==> src/rtl/branch_resolve_unit_pkg.sv <==
// rtl/branch_resolve_unit_pkg.sv - branch codes, BPU update types and flush FSM states
package branch_resolve_unit_pkg;

   localparam logic [2:0] BC_BEQ = 3'd0;
   localparam logic [2:0] BC_BNE = 3'd1;
   localparam logic [2:0] BC_BGE = 3'd2;
   localparam logic [2:0] BC_BGT = 3'd3;
   localparam logic [2:0] BC_BLE = 3'd4;
   localparam logic [2:0] BC_BLT = 3'd5;
   localparam logic [2:0] BC_J   = 3'd6;
   localparam logic [2:0] BC_JR  = 3'd7;

   typedef enum logic [1:0] {
      BT_NONE = 2'd0,
      BT_IMME = 2'd1,
      BT_CALL = 2'd2,
      BT_RETN = 2'd3
   } bres_type_e;

   typedef enum logic [1:0] {
      ST_IDLE       = 2'd0,
      ST_REDIRECT   = 2'd1,
      ST_WAIT_FLUSH = 2'd2
   } bru_state_e;

   // Sign/zero tests treat opa as a signed value compared against zero.
   function automatic logic branch_taken(input logic [2:0] code, input logic a_neg,
                                         input logic a_zero, input logic a_eq_b);
      logic t;
      t = 1'b0;
      case (code)
         BC_BEQ:  t = a_eq_b;
         BC_BNE:  t = ~a_eq_b;
         BC_BGE:  t = ~a_neg;
         BC_BGT:  t = ~a_neg & ~a_zero;
         BC_BLE:  t = a_neg | a_zero;
         BC_BLT:  t = a_neg;
         default: t = 1'b1;
      endcase
      return t;
   endfunction

endpackage

==> src/rtl/branch_resolve_unit_if.sv <==
// rtl/branch_resolve_unit_if.sv - EXE resolve inputs, redirect/BPU update and status outputs
interface branch_resolve_unit_if #(
   parameter int ADDR_W = 32,
   parameter int STAT_W = 32
);
   logic              ex_valid;
   logic              ex_stall;
   logic              ex_is_branch;
   logic [2:0]        ex_branch_code;
   logic              ex_is_call;
   logic [4:0]        ex_rs;
   logic [ADDR_W-1:0] ex_opa;
   logic [ADDR_W-1:0] ex_opb;
   logic [ADDR_W-1:0] ex_pc;
   logic [ADDR_W-1:0] ex_branch_addr;
   logic [ADDR_W-1:0] ex_jump_addr;
   logic              pred_valid;
   logic [ADDR_W-1:0] pred_target;
   logic              flush_ack;
   logic              redirect_valid;
   logic [ADDR_W-1:0] redirect_pc;
   logic              bres_valid;
   logic [ADDR_W-1:0] bres_pc;
   logic [ADDR_W-1:0] bres_target;
   logic              bres_taken;
   logic [1:0]        bres_type;
   logic              bres_mispred;
   logic [ADDR_W-1:0] ras_top;
   logic              ras_top_valid;
   logic              busy;
   logic [STAT_W-1:0] stat_branches;
   logic [STAT_W-1:0] stat_mispred;

   modport master (
      output ex_valid, ex_stall, ex_is_branch, ex_branch_code, ex_is_call, ex_rs,
             ex_opa, ex_opb, ex_pc, ex_branch_addr, ex_jump_addr,
             pred_valid, pred_target, flush_ack,
      input  redirect_valid, redirect_pc, bres_valid, bres_pc, bres_target, bres_taken,
             bres_type, bres_mispred, ras_top, ras_top_valid, busy,
             stat_branches, stat_mispred
   );

   modport slave (
      input  ex_valid, ex_stall, ex_is_branch, ex_branch_code, ex_is_call, ex_rs,
             ex_opa, ex_opb, ex_pc, ex_branch_addr, ex_jump_addr,
             pred_valid, pred_target, flush_ack,
      output redirect_valid, redirect_pc, bres_valid, bres_pc, bres_target, bres_taken,
             bres_type, bres_mispred, ras_top, ras_top_valid, busy,
             stat_branches, stat_mispred
   );
endinterface

==> src/rtl/branch_resolve_unit_ras_stack.sv <==
// rtl/branch_resolve_unit_ras_stack.sv - committed return-address stack (bru_ras_stack)
// Circular buffer: a push when full overwrites the oldest entry, a pop when empty is ignored.
module bru_ras_stack #(
   parameter int ADDR_W = 32,
   parameter int DEPTH  = 8,
   parameter int PTR_W  = $clog2(DEPTH)
) (
   input  logic              clk,
   input  logic              resetn,
   input  logic              push,
   input  logic              pop,
   input  logic [ADDR_W-1:0] push_data,
   output logic [ADDR_W-1:0] top,
   output logic              top_valid
);
   localparam logic [PTR_W:0] CNT_FULL = (PTR_W+1)'(DEPTH);

   logic [ADDR_W-1:0] mem_q [DEPTH];
   logic [ADDR_W-1:0] mem_d [DEPTH];
   logic [PTR_W-1:0]  ptr_q, ptr_d;
   logic [PTR_W:0]    cnt_q, cnt_d;

   always_comb begin
      mem_d = mem_q;
      ptr_d = ptr_q;
      cnt_d = cnt_q;
      if (push) begin
         mem_d[ptr_q] = push_data;
         ptr_d        = ptr_q + PTR_W'(1);
         if (cnt_q != CNT_FULL) cnt_d = cnt_q + (PTR_W+1)'(1);
      end else if (pop && cnt_q != '0) begin
         ptr_d = ptr_q - PTR_W'(1);
         cnt_d = cnt_q - (PTR_W+1)'(1);
      end
   end

   always_ff @(posedge clk or negedge resetn) begin
      if (!resetn) begin
         for (int i = 0; i < DEPTH; i++) mem_q[i] <= '0;
         ptr_q <= '0;
         cnt_q <= '0;
      end else begin
         mem_q <= mem_d;
         ptr_q <= ptr_d;
         cnt_q <= cnt_d;
      end
   end

   // ptr points at the next free slot, so the top lives one below it.
   assign top       = mem_q[ptr_q - PTR_W'(1)];
   assign top_valid = (cnt_q != '0);

endmodule

==> src/rtl/branch_resolve_unit.sv <==
// rtl/branch_resolve_unit.sv - registered EXE branch resolver with flush handshake and committed RAS
// Optional statistics counters are built only when BRANCH_STAT_EN is defined.
module branch_resolve_unit
   import branch_resolve_unit_pkg::*;
#(
   parameter int ADDR_W    = 32,
   parameter int RAS_DEPTH = 8,
   parameter int RAS_PTR_W = $clog2(RAS_DEPTH),
   parameter int STAT_W    = 32
) (
   input logic                  clk,
   input logic                  resetn,
   branch_resolve_unit_if.slave bus
);
   bru_state_e        state_q, state_d;
   logic              fire;
   logic [ADDR_W-1:0] pc_plus8;
   logic              act_taken;
   logic [ADDR_W-1:0] act_target;
   logic [1:0]        act_type;
   logic              act_mispred;

   logic              bres_valid_q, bres_valid_d;
   logic [ADDR_W-1:0] bres_pc_q, bres_pc_d;
   logic [ADDR_W-1:0] bres_target_q, bres_target_d;
   logic              bres_taken_q, bres_taken_d;
   logic [1:0]        bres_type_q, bres_type_d;
   logic              bres_mispred_q, bres_mispred_d;
   logic [ADDR_W-1:0] redirect_pc_q, redirect_pc_d;

   assign fire     = bus.ex_valid & ~bus.ex_stall & (state_q == ST_IDLE);
   assign pc_plus8 = bus.ex_pc + ADDR_W'(8);

   always_comb begin
      act_taken  = 1'b0;
      act_target = pc_plus8;
      act_type   = BT_NONE;
      if (bus.ex_is_branch) begin
         act_taken = branch_taken(bus.ex_branch_code, bus.ex_opa[ADDR_W-1],
                                  bus.ex_opa == '0, bus.ex_opa == bus.ex_opb);
         case (bus.ex_branch_code)
            BC_J: begin
               act_target = bus.ex_jump_addr;
               act_type   = bus.ex_is_call ? BT_CALL : BT_IMME;
            end
            BC_JR: begin
               act_target = bus.ex_opa;
               act_type   = (!bus.ex_is_call && bus.ex_rs == 5'd31) ? BT_RETN : BT_IMME;
            end
            default: begin
               act_target = act_taken ? bus.ex_branch_addr : pc_plus8;
               act_type   = BT_IMME;
            end
         endcase
      end
      act_mispred = bus.pred_valid & (bus.pred_target != act_target);
   end

   always_comb begin
      bres_valid_d   = fire;
      bres_pc_d      = bres_pc_q;
      bres_target_d  = bres_target_q;
      bres_taken_d   = bres_taken_q;
      bres_type_d    = bres_type_q;
      bres_mispred_d = bres_mispred_q;
      if (fire) begin
         bres_pc_d      = bus.ex_pc;
         bres_target_d  = act_target;
         bres_taken_d   = act_taken;
         bres_type_d    = act_type;
         bres_mispred_d = act_mispred;
      end
   end

   always_comb begin
      state_d       = state_q;
      redirect_pc_d = redirect_pc_q;
      case (state_q)
         ST_IDLE: begin
            if (fire && act_mispred) begin
               state_d       = ST_REDIRECT;
               redirect_pc_d = act_target;
            end
         end
         ST_REDIRECT:   state_d = bus.flush_ack ? ST_IDLE : ST_WAIT_FLUSH;
         ST_WAIT_FLUSH: if (bus.flush_ack) state_d = ST_IDLE;
         default:       state_d = ST_IDLE;
      endcase
   end

   always_ff @(posedge clk or negedge resetn) begin
      if (!resetn) begin
         state_q        <= ST_IDLE;
         bres_valid_q   <= 1'b0;
         bres_pc_q      <= '0;
         bres_target_q  <= '0;
         bres_taken_q   <= 1'b0;
         bres_type_q    <= BT_NONE;
         bres_mispred_q <= 1'b0;
         redirect_pc_q  <= '0;
      end else begin
         state_q        <= state_d;
         bres_valid_q   <= bres_valid_d;
         bres_pc_q      <= bres_pc_d;
         bres_target_q  <= bres_target_d;
         bres_taken_q   <= bres_taken_d;
         bres_type_q    <= bres_type_d;
         bres_mispred_q <= bres_mispred_d;
         redirect_pc_q  <= redirect_pc_d;
      end
   end

   assign bus.bres_valid     = bres_valid_q;
   assign bus.bres_pc        = bres_pc_q;
   assign bus.bres_target    = bres_target_q;
   assign bus.bres_taken     = bres_taken_q;
   assign bus.bres_type      = bres_type_q;
   assign bus.bres_mispred   = bres_mispred_q;
   assign bus.redirect_valid = (state_q == ST_REDIRECT);
   assign bus.redirect_pc    = redirect_pc_q;
   assign bus.busy           = (state_q != ST_IDLE);

   bru_ras_stack #(
      .ADDR_W (ADDR_W),
      .DEPTH  (RAS_DEPTH),
      .PTR_W  (RAS_PTR_W)
   ) u_ras (
      .clk       (clk),
      .resetn    (resetn),
      .push      (fire && act_type == BT_CALL),
      .pop       (fire && act_type == BT_RETN),
      .push_data (pc_plus8),
      .top       (bus.ras_top),
      .top_valid (bus.ras_top_valid)
   );

`ifdef BRANCH_STAT_EN
   logic [STAT_W-1:0] stat_br_q, stat_br_d;
   logic [STAT_W-1:0] stat_mp_q, stat_mp_d;

   always_comb begin
      stat_br_d = stat_br_q;
      stat_mp_d = stat_mp_q;
      if (fire && bus.ex_is_branch) stat_br_d = stat_br_q + STAT_W'(1);
      if (fire && act_mispred)      stat_mp_d = stat_mp_q + STAT_W'(1);
   end

   always_ff @(posedge clk or negedge resetn) begin
      if (!resetn) begin
         stat_br_q <= '0;
         stat_mp_q <= '0;
      end else begin
         stat_br_q <= stat_br_d;
         stat_mp_q <= stat_mp_d;
      end
   end

   assign bus.stat_branches = stat_br_q;
   assign bus.stat_mispred  = stat_mp_q;
`else
   assign bus.stat_branches = '0;
   assign bus.stat_mispred  = '0;
`endif

endmodule

==> src/flat_wrapper.sv <==
// flat-port wrapper written by rule: the top's interface ports become plain ports
module branch_resolve_unit_flat import branch_resolve_unit_pkg::*;
#(
   parameter int ADDR_W    = 32,
   parameter int RAS_DEPTH = 8,
   parameter int RAS_PTR_W = $clog2(RAS_DEPTH),
   parameter int STAT_W    = 32
)
  (clk, resetn, bus_ex_valid, bus_ex_stall, bus_ex_is_branch, bus_ex_branch_code, bus_ex_is_call, bus_ex_rs, bus_ex_opa, bus_ex_opb, bus_ex_pc, bus_ex_branch_addr, bus_ex_jump_addr, bus_pred_valid, bus_pred_target, bus_flush_ack, bus_redirect_valid, bus_redirect_pc, bus_bres_valid, bus_bres_pc, bus_bres_target, bus_bres_taken, bus_bres_type, bus_bres_mispred, bus_ras_top, bus_ras_top_valid, bus_busy, bus_stat_branches, bus_stat_mispred);
  branch_resolve_unit_if #(.ADDR_W(ADDR_W), .STAT_W(STAT_W)) bus_i ();
  input logic clk;
  input logic resetn;
  input wire logic [$bits(bus_i.ex_valid)-1:0] bus_ex_valid;
  input wire logic [$bits(bus_i.ex_stall)-1:0] bus_ex_stall;
  input wire logic [$bits(bus_i.ex_is_branch)-1:0] bus_ex_is_branch;
  input wire logic [$bits(bus_i.ex_branch_code)-1:0] bus_ex_branch_code;
  input wire logic [$bits(bus_i.ex_is_call)-1:0] bus_ex_is_call;
  input wire logic [$bits(bus_i.ex_rs)-1:0] bus_ex_rs;
  input wire logic [$bits(bus_i.ex_opa)-1:0] bus_ex_opa;
  input wire logic [$bits(bus_i.ex_opb)-1:0] bus_ex_opb;
  input wire logic [$bits(bus_i.ex_pc)-1:0] bus_ex_pc;
  input wire logic [$bits(bus_i.ex_branch_addr)-1:0] bus_ex_branch_addr;
  input wire logic [$bits(bus_i.ex_jump_addr)-1:0] bus_ex_jump_addr;
  input wire logic [$bits(bus_i.pred_valid)-1:0] bus_pred_valid;
  input wire logic [$bits(bus_i.pred_target)-1:0] bus_pred_target;
  input wire logic [$bits(bus_i.flush_ack)-1:0] bus_flush_ack;
  output wire logic [$bits(bus_i.redirect_valid)-1:0] bus_redirect_valid;
  output wire logic [$bits(bus_i.redirect_pc)-1:0] bus_redirect_pc;
  output wire logic [$bits(bus_i.bres_valid)-1:0] bus_bres_valid;
  output wire logic [$bits(bus_i.bres_pc)-1:0] bus_bres_pc;
  output wire logic [$bits(bus_i.bres_target)-1:0] bus_bres_target;
  output wire logic [$bits(bus_i.bres_taken)-1:0] bus_bres_taken;
  output wire logic [$bits(bus_i.bres_type)-1:0] bus_bres_type;
  output wire logic [$bits(bus_i.bres_mispred)-1:0] bus_bres_mispred;
  output wire logic [$bits(bus_i.ras_top)-1:0] bus_ras_top;
  output wire logic [$bits(bus_i.ras_top_valid)-1:0] bus_ras_top_valid;
  output wire logic [$bits(bus_i.busy)-1:0] bus_busy;
  output wire logic [$bits(bus_i.stat_branches)-1:0] bus_stat_branches;
  output wire logic [$bits(bus_i.stat_mispred)-1:0] bus_stat_mispred;
  assign bus_i.ex_valid = bus_ex_valid;
  assign bus_i.ex_stall = bus_ex_stall;
  assign bus_i.ex_is_branch = bus_ex_is_branch;
  assign bus_i.ex_branch_code = bus_ex_branch_code;
  assign bus_i.ex_is_call = bus_ex_is_call;
  assign bus_i.ex_rs = bus_ex_rs;
  assign bus_i.ex_opa = bus_ex_opa;
  assign bus_i.ex_opb = bus_ex_opb;
  assign bus_i.ex_pc = bus_ex_pc;
  assign bus_i.ex_branch_addr = bus_ex_branch_addr;
  assign bus_i.ex_jump_addr = bus_ex_jump_addr;
  assign bus_i.pred_valid = bus_pred_valid;
  assign bus_i.pred_target = bus_pred_target;
  assign bus_i.flush_ack = bus_flush_ack;
  assign bus_redirect_valid = bus_i.redirect_valid;
  assign bus_redirect_pc = bus_i.redirect_pc;
  assign bus_bres_valid = bus_i.bres_valid;
  assign bus_bres_pc = bus_i.bres_pc;
  assign bus_bres_target = bus_i.bres_target;
  assign bus_bres_taken = bus_i.bres_taken;
  assign bus_bres_type = bus_i.bres_type;
  assign bus_bres_mispred = bus_i.bres_mispred;
  assign bus_ras_top = bus_i.ras_top;
  assign bus_ras_top_valid = bus_i.ras_top_valid;
  assign bus_busy = bus_i.busy;
  assign bus_stat_branches = bus_i.stat_branches;
  assign bus_stat_mispred = bus_i.stat_mispred;
  branch_resolve_unit #(.ADDR_W(ADDR_W), .RAS_DEPTH(RAS_DEPTH), .RAS_PTR_W(RAS_PTR_W), .STAT_W(STAT_W)) u_core (.clk(clk), .resetn(resetn), .bus(bus_i));
endmodule
==> config.mk <==
export PLATFORM = sky130hd
export DESIGN_NAME = branch_resolve_unit_flat
export DESIGN_NICKNAME = d
export VERILOG_FILES = /design/src/rtl/branch_resolve_unit_pkg.sv /design/src/rtl/branch_resolve_unit_if.sv /design/src/rtl/branch_resolve_unit_ras_stack.sv /design/src/rtl/branch_resolve_unit.sv /design/src/flat_wrapper.sv
export SDC_FILE = /design/constraint.sdc
export NUM_CORES = 1
export LEC_CHECK = 0
export CELL_PAD_IN_SITES_DETAIL_PLACEMENT = 0
export CELL_PAD_IN_SITES_GLOBAL_PLACEMENT = 1
export CORE_ASPECT_RATIO = 1.4
export CORE_MARGIN = 5
export CORE_UTILIZATION = 40
export DETAILED_ROUTE_END_ITERATION = 10
export PLACE_DENSITY_LB_ADDON = 0.1
export SLEW_MARGIN = 10
export SYNTH_ARGS = -nofsm -noshare
export SYNTH_HDL_FRONTEND = slang
export SYNTH_HIERARCHICAL = 1
export SYNTH_SLANG_ARGS = --single-unit
export TNS_END_PERCENT = 1
==> constraint.sdc <==
create_clock -name clk -period 4.1 [get_ports clk]
set_clock_uncertainty 0.1 [all_clocks]
set_input_delay 1.23 -clock clk [delete_from_list [all_inputs] [get_ports clk]]
set_output_delay 1.23 -clock clk [all_outputs]
set_load 0.05 [all_outputs]
==> impl_metrics.csv <==
group,metric,value,unit
run_status,status,"finished, violations left",
run_status,violations,"setup timing",
route,viasPerCell,5.16,
floorplanning,ios,408,
logic_synthesis,yosysTopAreaCellShare,0.476,
finish,drive_gt1_frac,0.388,
finish,stdcell_count,2779,
worst_setup_path,critPathTopFamily,"simple AND/OR/NAND/NOR gates",
place,gp_congestion,0.976,
global_routing,grt_max_degree,80,
floorplanning,die-area,52600,sq um
logic_synthesis,yosysWarnings,6,
route,ant_nets,0,
logic_synthesis,synth.area.top_cells,"dfrtp_1, mux2_2, mux4_2",
place,dpl_cell_area,24800,sq um
power_and_ir_drop,power,10.9,mW
route,num_vias,14326,
clocking,cts.path.max_buffers,3,
power_and_ir_drop,power.leakage,12.9,nW
worst_setup_path,critPathMaxFanout,6,
power_and_ir_drop,power.share.clock,0.291,
clocking,cts_inserted_buffers,37,
place,port_buffers,343,
worst_setup_path,slowest_delay,550,ps
route,wl_per_cell,24.0,um
global_routing,grtUsageTotal,0.251,
floorplanning,core_area,47800,sq um
finish,stdcell_area,26700,sq um
sta,setup_tns,-22080,ps
place,preCtsSetupSlack,-1860,ps
route,first_iter_violations,577,
logic_synthesis,synthFlopType,"dfrtp_1",
floorplanning,start_util,0.403,
clocking,clk_latency,520,ps
worst_setup_path,critPathBufInv,10,
power_and_ir_drop,max-vdd-ir-drop,241,uV
sta,hold_viol,0,
finish,syn_to_final_growth,38.6,%
sta,setup_ws,-758,ps
worst_setup_path,worstPathArrival,5160,ps
power_and_ir_drop,p_seq_frac,0.378,
clocking,cts.sinks,366,
worst_setup_path,crit_required,4400,ps
clocking,clk_pin_slew_worst_paths,60,ps
logic_synthesis,synth_area,19200,sq um
power_and_ir_drop,internal_power,7.11,mW
global_routing,grt_first_pass_wirelength,101000,um
global_routing,overflow,0,
power_and_ir_drop,power.density,410,nW/um^2
clocking,cts-root-buf,"clkbuf_16",
worst_setup_path,cpMostUsedCell,"buf_4",
global_routing,antenna_found_initial,6,
logic_synthesis,ys_types,72,
floorplanning,die_h,269,um
logic_synthesis,synth_edf_count,0,
finish,final_util,0.558,
power_and_ir_drop,power.switching,3.81,mW
logic_synthesis,syn_inst,1570,
sta,rsz0062_at_grt,"true",
logic_synthesis,synth_area_per_cell,12.3,sq um
sta,maxSlewHeadroom,0.486,
min_path,hp-class,"reg -> reg",
logic_synthesis,yosys.area.top_type,"dfrtp_1",
route,finalWirelength,66800,um
floorplanning,row_count,95,
clocking,hold_buffers,0,
finish,fin_nets,2339,
finish,fillCellCount,4143,
sta,setup_viol,34,
worst_setup_path,crit_chain,"buf_6 -> buf_4 -> nor4_2 -> nand4_1 -> buf_6 -> buf_4 -> o211ai_1 -> nand3_2 -> buf_4 -> buf_4 -> buf_4 -> and3b_1 -> a2bb2oi_2 -> o22ai_2 -> a211o_1 -> or4_4 -> o211ai_4 -> buf_12 -> buf_12 -> buf_16 -> mux2_4",
logic_synthesis,ys_seq_elements,366,
sta,fmax,206,MHz
power_and_ir_drop,sw_frac_of_total,0.349,
place,dp_hpwl,51200,um
global_routing,grt_pass1_vias,15871,
worst_setup_path,end_kind,"flop",
floorplanning,die_x,195,um
worst_setup_path,cp-start-kind,"primary input",
worst_setup_path,path_class,"in -> reg",
clocking,h-tree-depth,2,
sta,finalMaxSlewViolations,0,
sta,min_period_over_period,1.18,
sta,hold_ws,379,ps
route,drc,0,
clocking,tritoncts,"yes",
route,first_pass_iters,5,
run,timing.max_cap.violations,0,
logic_synthesis,synth-async-reset-ratio,1.00,
place,dp.cells,2694,
sta,worst_pin_slew,769,ps
logic_synthesis,ys_seq_area_frac,0.476,
sta,min_period,4860,ps
power_and_ir_drop,combinationalPowerShare,0.330,
worst_setup_path,crit_slowest_cell,"or4_4",
==> sequential cells by signal, summed over array words and instances (netlist names) <==
| register | count |
|---|---|
| u_core/bus.bres_target | 32 |
| u_core/bus.bres_mispred | 1 |
| u_core/bus.redirect_pc | 32 |
| u_core/bus.bres_taken | 1 |
| u_core/bus.bres_type | 2 |
| u_core/state_q | 2 |
| u_core/u_ras/cnt_q | 4 |
| u_core/bus.bres_pc | 32 |
| u_core/bus.bres_valid | 1 |
| u_core/u_ras/mem_q | 256 |
| u_core/u_ras/ptr_q | 3 |
==> cell usage in the layout, fill, tap and decap left out, types with 9 or more instances in the layout <==
master / count
a21oi_1: 32
buf_12: 24
buf_2: 19
buf_4: 247
buf_6: 19
clkbuf_1: 9
clkbuf_16: 37
clkdlybuf4s15_2: 9
clkdlybuf4s50_1: 229
conb_1: 64
dfrtp_1: 365
dlygate4sd2_1: 37
inv_1: 49
mux2_2: 260
mux2_4: 47
mux2i_1: 42
mux4_2: 65
nand2_1: 181
nand3_1: 13
nand4_1: 16
nor2_1: 45
nor3_1: 12
nor4_1: 9
nor4_2: 9
nor4_4: 9
o21ai_0: 37
xnor2_1: 33
xor2_1: 40
xor2_2: 9
==> routing by layer <==
metal | GRT usage | share of wire
met5 | 0 | 0.00028
met3 | 0.0521 | 0.051
met4 | 0.0754 | 0.034
met2 | 0.473 | 0.55
met1 | 0.282 | 0.37
==> Yosys cell counts, drive strengths merged (9+ instances only) <==
master / n
dfrtp: 366
mux2: 315
nand2: 181
buf: 119
mux4: 65
inv: 51
xor2: 50
nor2: 48
mux2i: 43
o21ai: 39
xnor2: 36
a21oi: 34
clkbuf: 29
nor4: 27
nand4: 17
nor3: 17
nand3: 16
and2: 9
==> path summary, 6_finish.rpt <==
path / startpoint / endpoint / slack [ps] / cells past startpoint
max in group asynchronous: resetn / u_core/u_ras/mem_q[113] / 2340 / 2
worst min register to register: u_core/bus.bres_pc[18] / u_core/bus.bres_pc[18] / 380 / 2
min in group asynchronous: resetn / u_core/u_ras/mem_q[196] / 590 / 1
worst min-delay path: u_core/bus.bres_pc[18] / u_core/bus.bres_pc[18] / 380 / 2
worst max-delay path: bus_ex_opa[21] / u_core/bus.redirect_pc[12] / -760 / 21
worst max register to register: u_core/state_q[1] / u_core/u_ras/cnt_q[3] / 840 / 9
==> area by class of cell <==
cell class | instances | area (sq um) | share of cell area
Clock buffer | 54 | 1070 | 0.0401
Inverter | 51 | 191 | 0.00718
Timing Repair Buffer | 601 | 5570 | 0.209
Sequential cell | 366 | 9160 | 0.344
Clock inverter | 7 | 45.0 | 0.00169
Antenna cell | 2 | 5.00 | 0.000188
Tap cell | 630 | 788 | 0.0296
Multi-Input combinational cell | 1068 | 9820 | 0.368
==> worst min-delay path, cell delays in order, from the launching register on <==
cell and delay (ps):
dfrtp_1 340, nand2_1 50, nand2_1 50
==> kinds of logic after synthesis <==
family,synth area share
flip-flops,0.476
adder cells (fa/ha/maj),0.00429
XOR/XNOR,0.0392
AND/OR/NAND/NOR,0.0904
other,0.000195
multiplexers,0.289
AO/OA/AOI/OAI,0.0436
buffers and inverters,0.0574
==> repair_timing <==
item                                    4_1_cts  5_1_grt
gates cloned                                  3        0
setup buffers                                16        3
endpoints found under the setup margin       57       34
pin swaps                                    63       29
resized for setup                           276       29
==> power groups by stage <==
stage / Clock [mW] / Combinational, mW / Sequential, mW
finish: 3.18 / 3.61 / 4.13
global route: 3.41 / 3.80 / 4.17
CTS: 3.28 / 3.63 / 4.13
detailed placement: 0 / 3.54 / 4.18
global placement: 0 / 3.52 / 4.18
floorplan: 0 / 1.30 / 4.90
No activity file was read; power rests on OpenSTA's default activity.
